===== src/rtl/pipe_pkg.sv =====
// Shared constants for the fetch/execute/parity pipeline and its issue queue.
package pipe_pkg;

  localparam int CODE_W_DEF = 16;
  localparam int DATA_W_DEF = 32;

  localparam logic [15:0] OP_NOP = 16'h0000;
  localparam logic [15:0] OP_ADD = 16'h0004;

endpackage


===== src/rtl/pipe_retire_tracker.sv =====
// Fixed-latency {valid,tag} delay line mirroring the downstream pipeline depth.
module pipe_retire_tracker #(
  parameter int PIPE_LAT = 3,
  parameter int TAG_W    = 4
) (
  input  logic             clk,
  input  logic             rst,
  input  logic             in_valid,
  input  logic [TAG_W-1:0] in_tag,
  output logic             ret_valid,
  output logic [TAG_W-1:0] ret_tag
);

  // Element 0 is the live input; elements 1..PIPE_LAT are registered stages.
  logic             vld_chain [PIPE_LAT+1];
  logic [TAG_W-1:0] tag_chain [PIPE_LAT+1];

  assign vld_chain[0] = in_valid;
  assign tag_chain[0] = in_tag;

  genvar gi;
  generate
    for (gi = 0; gi < PIPE_LAT; gi++) begin : g_stage
      always_ff @(posedge clk or negedge rst) begin
        if (!rst) begin
          vld_chain[gi+1] <= 1'b0;
          tag_chain[gi+1] <= '0;
        end else begin
          vld_chain[gi+1] <= vld_chain[gi];
          tag_chain[gi+1] <= tag_chain[gi];
        end
      end
    end
  endgenerate

  assign ret_valid = vld_chain[PIPE_LAT];
  assign ret_tag   = tag_chain[PIPE_LAT];

endmodule


===== src/rtl/pipe_issue_queue.sv =====
// Operand-tuple queue feeding the pipeline fetch stage, one issue per cycle,
// with a tagged retire strobe PIPE_LAT cycles after each issue.
module pipe_issue_queue
  import pipe_pkg::*;
#(
  parameter int DEPTH    = 4,
  parameter int CODE_W   = CODE_W_DEF,
  parameter int DATA_W   = DATA_W_DEF,
  parameter int PIPE_LAT = 3,
  parameter int TAG_W    = 4
) (
  input  logic                     clk,
  input  logic                     rst,
  input  logic                     in_valid,
  output logic                     in_ready,
  input  logic [CODE_W-1:0]        in_code,
  input  logic [DATA_W-1:0]        in_a,
  input  logic [DATA_W-1:0]        in_b,
  input  logic                     hold,
  output logic                     out_valid,
  output logic [CODE_W-1:0]        out_code,
  output logic [DATA_W-1:0]        out_a,
  output logic [DATA_W-1:0]        out_b,
  output logic [TAG_W-1:0]         out_tag,
  output logic                     ret_valid,
  output logic [TAG_W-1:0]         ret_tag,
  output logic [$clog2(DEPTH):0]   count
);

  localparam int PTR_W = $clog2(DEPTH);
  localparam int CNT_W = PTR_W + 1;
  localparam int ENT_W = CODE_W + 2 * DATA_W;

  logic [ENT_W-1:0]  mem [DEPTH];
  logic [PTR_W-1:0]  head_reg, tail_reg;
  logic [CNT_W-1:0]  count_reg;
  logic [TAG_W-1:0]  tag_reg;
  logic              out_valid_reg;
  logic [CODE_W-1:0] out_code_reg;
  logic [DATA_W-1:0] out_a_reg, out_b_reg;
  logic [TAG_W-1:0]  out_tag_reg;
  logic              push, issue;

  // Readiness looks only at the pre-edge count: no push-through when full.
  assign in_ready = rst & (count_reg < CNT_W'(DEPTH));
  assign push     = in_valid & in_ready;
  assign issue    = (count_reg != '0) & ~hold;

  always_ff @(posedge clk) begin
    if (push) begin
      mem[tail_reg] <= {in_code, in_a, in_b};
    end
  end

  always_ff @(posedge clk or negedge rst) begin
    if (!rst) begin
      head_reg  <= '0;
      tail_reg  <= '0;
      count_reg <= '0;
      tag_reg   <= '0;
    end else begin
      if (push) begin
        tail_reg <= tail_reg + 1'b1;
      end
      if (issue) begin
        head_reg <= head_reg + 1'b1;
        tag_reg  <= tag_reg + 1'b1;
      end
      count_reg <= count_reg + CNT_W'(push) - CNT_W'(issue);
    end
  end

  // Issue register presents NOP/zero whenever nothing issues this edge.
  always_ff @(posedge clk or negedge rst) begin
    if (!rst) begin
      out_valid_reg <= 1'b0;
      out_code_reg  <= CODE_W'(OP_NOP);
      out_a_reg     <= '0;
      out_b_reg     <= '0;
      out_tag_reg   <= '0;
    end else if (issue) begin
      out_valid_reg <= 1'b1;
      {out_code_reg, out_a_reg, out_b_reg} <= mem[head_reg];
      out_tag_reg   <= tag_reg;
    end else begin
      out_valid_reg <= 1'b0;
      out_code_reg  <= CODE_W'(OP_NOP);
      out_a_reg     <= '0;
      out_b_reg     <= '0;
    end
  end

  pipe_retire_tracker #(
    .PIPE_LAT (PIPE_LAT),
    .TAG_W    (TAG_W)
  ) u_retire (
    .clk       (clk),
    .rst       (rst),
    .in_valid  (out_valid_reg),
    .in_tag    (out_tag_reg),
    .ret_valid (ret_valid),
    .ret_tag   (ret_tag)
  );

  assign out_valid = out_valid_reg;
  assign out_code  = out_code_reg;
  assign out_a     = out_a_reg;
  assign out_b     = out_b_reg;
  assign out_tag   = out_tag_reg;
  assign count     = count_reg;

endmodule


===== config.mk =====
export PLATFORM = sky130hd
export DESIGN_NAME = pipe_issue_queue
export DESIGN_NICKNAME = d
export VERILOG_FILES = /design/src/rtl/pipe_pkg.sv /design/src/rtl/pipe_retire_tracker.sv /design/src/rtl/pipe_issue_queue.sv
export SDC_FILE = /design/constraint.sdc
export NUM_CORES = 1
export LEC_CHECK = 0
export CORE_AREA = 3 3 230 232
export CTS_BUF_LIST = sky130_fd_sc_hd__clkbuf_8
export CTS_CLUSTER_SIZE = 20
export DETAILED_ROUTE_END_ITERATION = 16
export DIE_AREA = 0 0 233 235
export GPL_ROUTABILITY_DRIVEN = 0
export GPL_TIMING_DRIVEN = 0
export MAX_ROUTING_LAYER = met4
export PLACE_DENSITY = 0.45
export SLEW_MARGIN = 10
export SYNTH_ARGS = -nofsm -noshare
export SYNTH_HDL_FRONTEND = slang
export SYNTH_SLANG_ARGS = --single-unit

===== constraint.sdc =====
create_clock -name clk -period 7.6 [get_ports clk]
set_clock_uncertainty 0.15 [all_clocks]
set_input_delay 1.52 -clock clk [delete_from_list [all_inputs] [get_ports clk]]
set_output_delay 1.52 -clock clk [all_outputs]
set_load 0.02 [all_outputs]

Yosys cells after proc, flatten, opt, wreduce, memory -nomap -nowiden. Memories as Yosys holds them, arrays and structs flattened. Cells that the tools add are included.

Flip-flop bits (word level): 111. RAM bits: 320. Logic and storage cells: 33. Memories: 1.

$add $sub $neg: 5. Magnitude comparators: 1. Mux-type cells: 6. Bitwise gates (word level): 4. Reductions and logical operators: 1.

Memories: mem (words 4, bits a word 80, read ports 1, clocked after memory_dff 0, write ports 1, RTL line pipe_issue_queue.sv:34) `logic [ENT_W-1:0] mem [DEPTH];`.

Operator list (count): $mux W32 (2); $mux W16 (1); $add A2 B1 Y2 const B (2); $add A4 B1 Y4 const B (1); $add A3 B1 Y3 (1); $and A1 B1 Y1 (3); $lt A3 B3 Y1 const B (1); $mux W1 (3); $reduce_bool A3 Y1 (1); $sub A3 B1 Y3 (1); $not A1 Y1 (1).

Logic depth before layout (Yosys ltp). Gate-level depths: netlist of run 1.

Word-level depth: 5. Gate-level depth with buffers: 11.

Cells and area by module. From an unflattened synthesis of run 1, not the netlist that was laid out.

Cells, all modules: 663. Area total of the unflattened synthesis: 15277.2 sq um.

Modules (own cells, without submodules): pipe_issue_queue (times used 1, cells each 644, area each 14871.8 sq um, seq. area each 12011.5 sq um); pipe_retire_tracker (times used 1, cells each 19, area each 405.4 sq um, seq. area each 375.4 sq um).

Worst setup path before layout of run 1. No wires, ideal clock.

Kind: input to register. Start point: input port rst. End point: memory mem[0][0] (netlist name), enable pin. Library setup time: 0.448 ns. Arrival: 3.977 ns. Data required time: 7.002 ns. Slack: 3.025 ns. Stages on the path: 2. Path buffers: 0. Cells stage by stage: nor2b_1 > and3_1.

Longest elaborated chain between the ends: 4.

Ends and longest elaborated chain: from (decl) (RTL line pipe_issue_queue.sv:13) `input logic rst,`; $and A1 B1 Y1 (RTL line pipe_issue_queue.sv:45) `assign in_ready = rst & (count_reg < CNT_W'(DEPTH));`; $and A1 B1 Y1 (RTL line pipe_issue_queue.sv:46) `assign push = in_valid & in_ready;`; $mux W1 (RTL line pipe_issue_queue.sv:50) `if (push) begin`; $mux W1 (implied by the code) (RTL line pipe_issue_queue.sv:51) `mem[tail_reg] <= {in_code, in_a, in_b};`; to (decl) (RTL line pipe_issue_queue.sv:34).

Every way passes these cells.

Final worst setup path of run 1.
Start point: input port rst. End point: output port in_ready.

Longest elaborated chain between the ends: 1.

Ends and longest elaborated chain: $and A1 B1 Y1 (RTL line pipe_issue_queue.sv:45); to (decl) (RTL line pipe_issue_queue.sv:15) `output logic in_ready,`.

Every way passes these cells.

==> metrics.md, run 1 <==
| Metric | Value |
|---|---|
| CTS sink cnt | between 400 and 500 |
| Crit Path Class | input port to primary output |
| Seq/Total Area, Yosys | about 80% |
| Mux cell area share after synthesis | roughly 12% |
| Top delay family on crit path | buffers and inverters |
| Bufs and invs on worst path | 2 |
| Initial antenna violation count | 3 |
| CTS max path bufs | 3 |
| Total Wirelength | 33.3 mm |
| Outcome | finished, final reports clean |
| Core area | between 50000 and 60000 µm² |
| Async set-reset flop share out of synthesis | approximately 26% |
| Final number of max-transition violations | 0 |
| Final Hold Viols | 0 |
| Synth Area in Compound Gates | 0% |
| Peak Freq | approximately 210 MHz |
| Synth Area per Inst | ~23 µm² |
| Setup bufs post-CTS | 0 |
| Worst setup path startpoint | rst |
| FF+latch count, synth | about 430 |
| Die width | 233 µm |
| Synth Area in XOR/XNOR | less than 1% |
| Clock transition at the registers of the reported paths | approximately 0.050 ns |
| Peak VDD IR | around 0.13 mV |
| WP depth | 3 |
| Netlist cell types | 22 |
| Top Ports | ~180 |
| Worst EP arrival | roughly 3.2 ns |
| Core Rows | 83 |
| DR vias | 7039 |
| Post-synth top flop | edfxtp_1 |
| Maxcap violations | 0 |
| Gr usage total | between 10% and 20% |
| Grt ovf | 0 |
| Layout Utilization | 38.3% |
| Critical Path, Cell by Cell | buf_6 > nor2b_1 > clkdlybuf4s50_1 |
| Count of final setup violators | 0 |
| Crit path time final | 4.84 ns |
| Post-Syn Area | ~15000 µm² |
| Die area | about 55000 µm² |
| Pwr dens | roughly 360 nW/µm² |
| CTS root buf | clkbuf_8 |
| Reg2reg start | count[1] |
| DRC | 0 |
| Die Y | approximately 240 µm |
| CTS resizes | 0 |
| CP peak stage delay | between 0.6 and 0.7 ns |
| # port buffers | roughly 180 |
| H-tree depth | 3 |
| Antenna Nets Post-Route | 0 |
| Synthesis-to-layout area growth | 28.2% |
| CP endpoint | in_ready |
| Worst relative slew slack | roughly half |
| Vias in the first global route | 7897 |
| Number of synthesized flops with an enable pin | 320 |
| Syn_nets | 759 |
| Half-perimeter wire length after placement | approximately 20 mm |
| WP data required | approximately 5.9 ns |
| Critical Path Sink Type | primary output |
| # fillers | ~4700 |
| Layout Nets | around 1000 |
| Least-Margin Pin Slew | slightly below 0.8 ns |
| Post-Synth Simple-Gate Area | 3.80% |
| DRT Pass-1 Iters | 4 |
| Adder-cell share of the synthesized area | less than 1% |
| RSZ-0062 raised after global routing | false |
| Largest net degree at the start of global routing | 66 |
| Initial core utilization | about 30% |
| CTS tree | yes |
| Hold buffer count at CTS | 0 |
| Latest clock arrival within the worst-skew pair | between 0.6 and 0.7 ns |
| R2r endpoint | count[2] |
| Hold WC Path Type | flip-flop to flip-flop |
| Startpoint Class | input port |
| Detailed Route Iter0 Violations | 284 |
| R2R setup slack | ~4.8 ns |
| Yosys Warn Count | 0 |
| Share of cells above drive strength 1 | 23.3% |
| FF+latch area | about 12000 µm² |
| Design Area, Final | a little under 20000 µm² |
| Cells after Synth | about 670 |
| Largest family of logic cells by synthesized area | multiplexers |
| Max FO, Critical Path | 65 |
| Multi-input logic area | about 2600 µm² |
| Post-DP Area | approximately 18000 µm² |
| Via/cell ratio | 4.20 |
| Wire per inst | 19.9 µm |
| P_leak | between 6 and 7 nW |
| Fin crit share | a little under two thirds |
| CTS buffer count | 77 |
| Critical Path Slowest Stage Cell | clkdlybuf4s50_1 |
| Reg2Reg Depth | 11 |
| First-pass GRT wire length | 50.4 mm |
| Max FFs per register | 320 |
## per-layer routing
layer / track usage [%] / wire length (µm) / share of wire [%]
met4: 5.26 / 637 / 1.9
met2: 20.1 / 16600 / 50
met5: - / 0 / 0
met3: 3.79 / 1820 / 5.5
met1: 15.8 / 14200 / 43
## final cells by class
cell class,instances,share of cell area [%]
diodes,3,0.0383
plain buffers,35,1.27
clock buffers,89,6.25
clock inverters,51,1.35
inverters,7,0.159
multi-input cells,194,13.5
flip-flops and latches,431,63.2
well taps,680,4.34
repair buffers,184,9.95
## how the worst min path moves through the flow
stage / from / endpoint / slack [ns] / cells after the start
floorplan: u_retire.tag_chain[4] / u_retire.ret_tag[0] / 0.18 / 0
global placement: u_retire.vld_chain[1] / u_retire.ret_valid / 0.18 / 0
detailed placement: u_retire.tag_chain[7] / u_retire.ret_tag[3] / 0.18 / 0
CTS: u_retire.tag_chain[7] / u_retire.ret_tag[3] / 0.20 / 0
global route: u_retire.tag_chain[7] / u_retire.ret_tag[3] / 0.20 / 0
finish: u_retire.tag_chain[7] / u_retire.ret_tag[3] / 0.20 / 0
## cells by family (layout without fill, tap and decap cells)
kind of cell	Yosys count	in the layout
multiplexers	86	86
buffers and inverters	42	366
XOR/XNOR	8	8
AND/OR/NAND/NOR	92	92
other	0	3
flip-flops	431	431
adder cells (fa/ha/maj)	8	8
## per-stage QoR
step	hold slack [ns]	worst slack (ns)	setup TNS (ns)	power, W	std cells
CTS	0.197	2.72	0	0.00718	1671
global route	0.205	2.61	0	0.00741	1674
detailed placement	0.185	2.73	0	0.00504	1531
floorplan	0.181	3.03	0	0.00423	667
global placement	0.183	-4.08	-1346.05	0.00504	1524
finish	0.195	2.76	0	0.00699	1674
## worst register-to-register path: stages (launching register included)
cell and delay (ns):
dfrtp_1 0.41, nor3_2 0.31, or2_1 0.16, buf_6 0.15
inv_6 0.10, buf_2 0.21, ha_1 0.29, inv_1 0.04
ha_1 0.18, fa_1 0.38, xnor2_1 0.15, xnor2_1 0.12
## power by group
group | switching, W | internal (W)
clock network | 0.000927 | 0.00113
registers | 0.000121 | 0.00290
logic | 0.000922 | 0.000981
## placed cells by master, fill, tap and decap left out, drive strengths merged
master / netlist / final
nor3b: 2 / 2
mux2: 6 / 6
clkdlybuf4s50: 0 / 176
or2: 1 / 1
bufinv: 0 / 2
nor3: 1 / 1
dfrtp: 111 / 111
ha: 7 / 7
or3: 1 / 1
and2: 81 / 81
and3: 4 / 4
edfxtp: 320 / 320
xnor2: 6 / 6
nand3: 1 / 1
nor2b: 1 / 1
inv: 7 / 27
fa: 1 / 1
clkinv: 0 / 27
buf: 28 / 36
clkbuf: 7 / 96
clkinvlp: 0 / 2
xor2: 2 / 2
diode: 0 / 3
mux4: 80 / 80
## cell usage after synthesis, types with 2 or more instances
cell type,count,area (µm²)
mux2_2,6,67.6
buf_6,10,113
xor2_1,2,17.5
dfrtp_1,111,2780
and2_1,81,507
buf_4,8,60.1
xnor2_1,6,52.6
buf_2,10,50.1
inv_1,6,22.5
and3_1,4,25.0
mux4_2,80,1800
ha_1,7,87.6
clkbuf_1,7,26.3
nor3b_1,2,15.0
edfxtp_1,320,9610
No activity file was read; power rests on OpenSTA's default activity.
==> inputs of run 2 (changes only) <==
==> constraint.sdc (replaced) <==
create_clock -name clk -period 4.85 [get_ports clk]
set_clock_uncertainty 0.15 [all_clocks]
set_input_delay 0.97 -clock clk [delete_from_list [all_inputs] [get_ports clk]]
set_output_delay 0.97 -clock clk [all_outputs]
set_load 0.02 [all_outputs]
==> results of run 2 <==
The final DEF is identical to that of run 1. Status: finished, final reports clean.
Main changes from that run: setup slack after placement 2.73 ns -> 1.08 ns; setup slack after layout 2.76 ns -> 1.11 ns; register-to-register setup slack 4.84 ns -> 2.09 ns; total power 0.00699 W -> 0.0110 W; worst IR drop on VDD 0.127 mV -> 0.200 mV
==> inputs of run 3 (changes only) <==
==> constraint.sdc (replaced) <==
create_clock -name clk -period 3.8 [get_ports clk]
set_clock_uncertainty 0.15 [all_clocks]
set_input_delay 0.76 -clock clk [delete_from_list [all_inputs] [get_ports clk]]
set_output_delay 0.76 -clock clk [all_outputs]
set_load 0.02 [all_outputs]
==> run 3 against run 2 <==
  * Utilization increased by 0.40 points
  * Critical path type unchanged
  * Worst hold slack got worse by 0.00053 ns
  * Largest power group unchanged
  * First-iteration DRC count increased by 3.2%
  * Combinational power increased by 28%
  * Clock power increased by 33%
  * Global-route usage increased by 0.10 points
  * Count of clock-buffer cells in the layout increased by 6
  * Sequential share of layout area decreased by 0.65 points
  * Critical path depth increased by 2
==> metrics.md, run 3 (synthesized netlist as in run 1, its figures left out) <==
| Metric | Value |
|---|---|
| Outcome | finished, final reports clean |
| Latest clock arrival within the worst-skew pair | approximately 0.63 ns |
| Commonest non-fill, non-tap cell in the layout | edfxtp_1 |
| Die Y | 235 µm |
| Hold WC Path Type | flip-flop to flip-flop |
| Total Wirelength | 33.5 mm |
| Most frequent cells in the layout | 320 x edfxtp_1, 176 x clkdlybuf4s50_1, 111 x dfrtp_1 |
| Core area | slightly above 50000 µm² |
| First-pass GRT wire length | slightly above 50 mm |
| Layout Nets | between 1000 and 1500 |
| CTS resizes | 0 |
| Grt ovf | 0 |
| Top Ports | ~180 |
| DRC | 0 |
| Pwr dens | 715 nW/µm² |
| Sw frac | 28.1% |
| Initial core utilization | roughly 30% |
| Worst relative slew slack | a little over half |
| Critical Path Sink Type | primary output |
| CTS buffer count | 79 |
| Core Rows | a little over 80 |
| Synthesis-to-layout area growth | 29.6% |
| Crit Path Class | input port to primary output |
| Initial antenna violation count | 2 |
| Half-perimeter wire length after placement | a little under 20 mm |
| Startpoint Class | input port |
| H-tree depth | 3 |
| Fin crit share | 92.8% |
| WP data required | ~2.9 ns |
| Maxcap violations | 0 |
| Layout Utilization | around 39% |
| # port buffers | 177 |
| Antenna Nets Post-Route | 0 |
| Worst EP arrival | roughly 2.6 ns |
| Peak Freq | between 200 and 300 MHz |
| Least-Margin Pin Slew | slightly above 0.7 ns |
| Pwr Total | 0.0142 W |
| P_leak | between 7 and 8 nW |
| Clock transition at the registers of the reported paths | approximately 0.050 ns |
| Internal | between 0.01 and 0.015 W |
| Max FO, Critical Path | 6 |
| Design Area, Final | a little under 20000 µm² |
| CTS tree | yes |
| CTS max path bufs | 3 |
| Switch Pwr | 0.00398 W |
| Wire per inst | between 15 and 20 µm |
| # fillers | between 4000 and 5000 |
| CTS root buf | clkbuf_8 |
| Clock share of power | a little under a third |
| Detailed Route Iter0 Violations | between 200 and 300 |
| Crit path time final | approximately 3.5 ns |
| Vias in the first global route | just over 8000 |
| Logic pwr share | around 27% |
| Largest net degree at the start of global routing | just over 70 |
| Sequential Power Share | between 40 and 50% |
| DRT Pass-1 Iters | 4 |
| Peak VDD IR | about 0.32 mV |
| Share of cells above drive strength 1 | between 20 and 25% |
| Final number of max-transition violations | 0 |
| DR vias | approximately 7000 |
| Via/cell ratio | between 4 and 5 |
| Final Hold Viols | 0 |
| Gr usage total | 13.0% |
| Die area | around 55000 µm² |
| Count of final setup violators | 0 |
| Post-DP Area | ~18000 µm² |
| CTS sink cnt | roughly 430 |
| Die width | approximately 230 µm |
| RSZ-0062 raised after global routing | false |
| Max FFs per register | 320 |
run 3: routing by layer:
layer	share of wire, %	vias to the layer above	routed length [µm]	GRT usage (%)
met4	2.5	0	852	4.22
met2	49	183	16500	20.5
met5	0	-	0	-
met3	5.7	76	1900	3.93
met1	43	3662	14300	16.0
li1	-	3165	-	-
run 3: layout make-up:
| cell class | instances | area [µm²] | area share [%] |
|---|---|---|---|
| plain buffers | 35 | 249 | 1.26 |
| clock inverters | 51 | 274 | 1.38 |
| inverters | 7 | 31.3 | 0.158 |
| flip-flops and latches | 431 | 12400 | 62.5 |
| repair buffers | 190 | 2070 | 10.4 |
| diodes | 1 | 2.50 | 0.0126 |
| multi-input cells | 194 | 2650 | 13.4 |
| well taps | 680 | 851 | 4.29 |
| clock buffers | 95 | 1310 | 6.60 |
run 3: path summary, 6_finish.rpt:
check / startpoint / endpoint / slack, ns / cells after the start
setup reg to reg: count[1] / count[2] / 1.05 / 11
hold / removal: u_retire.tag_chain[10] / u_retire.tag_chain[6] / 0.19 / 0
hold reg to reg: u_retire.tag_chain[10] / u_retire.tag_chain[6] / 0.19 / 0
max in group asynchronous: rst / out_a[22] / 1.97 / 5
setup / recovery: rst / in_ready / 0.27 / 5
min in group asynchronous: rst / u_retire.tag_chain[11] / 0.50 / 3
run 3: metrics by stage:
step           hold WS (ns)  worst slack [ns]  std cells  setup TNS (ns)
2_1_floorplan         0.181             0.876        667               0
3_3_place_gp          0.182             -5.19       1524        -2071.16
3_5_place_dp          0.185            0.0233       1532               0
4_1_cts               0.197             0.250       1683               0
5_1_grt               0.202             0.144       1683               0
6_report              0.195             0.275       1684               0
run 3: power groups by stage:
stage	clock network [W]	registers (W)	logic, W
detailed placement	0	0.00616	0.00392
CTS	0.00450	0.00608	0.00395
global placement	0	0.00618	0.00387
floorplan	0	0.00652	0.00192
global route	0.00472	0.00613	0.00413
finish	0.00430	0.00606	0.00381
run 3: critical path, stage by stage:
cell             delay (ns)
dlygate4sd3_1          0.54
buf_6                  0.13
buf_16                 0.15
nor2b_1                0.34
clkdlybuf4s50_1        0.68
run 3: repair_timing:
| item | in CTS | in global routing |
|---|---|---|
| hold buffers | 5 | 0 |
| endpoints found under the hold margin | 37 | 0 |
| buffers inserted | 0 | 0 |
| endpoints found under the setup margin | 0 | 0 |
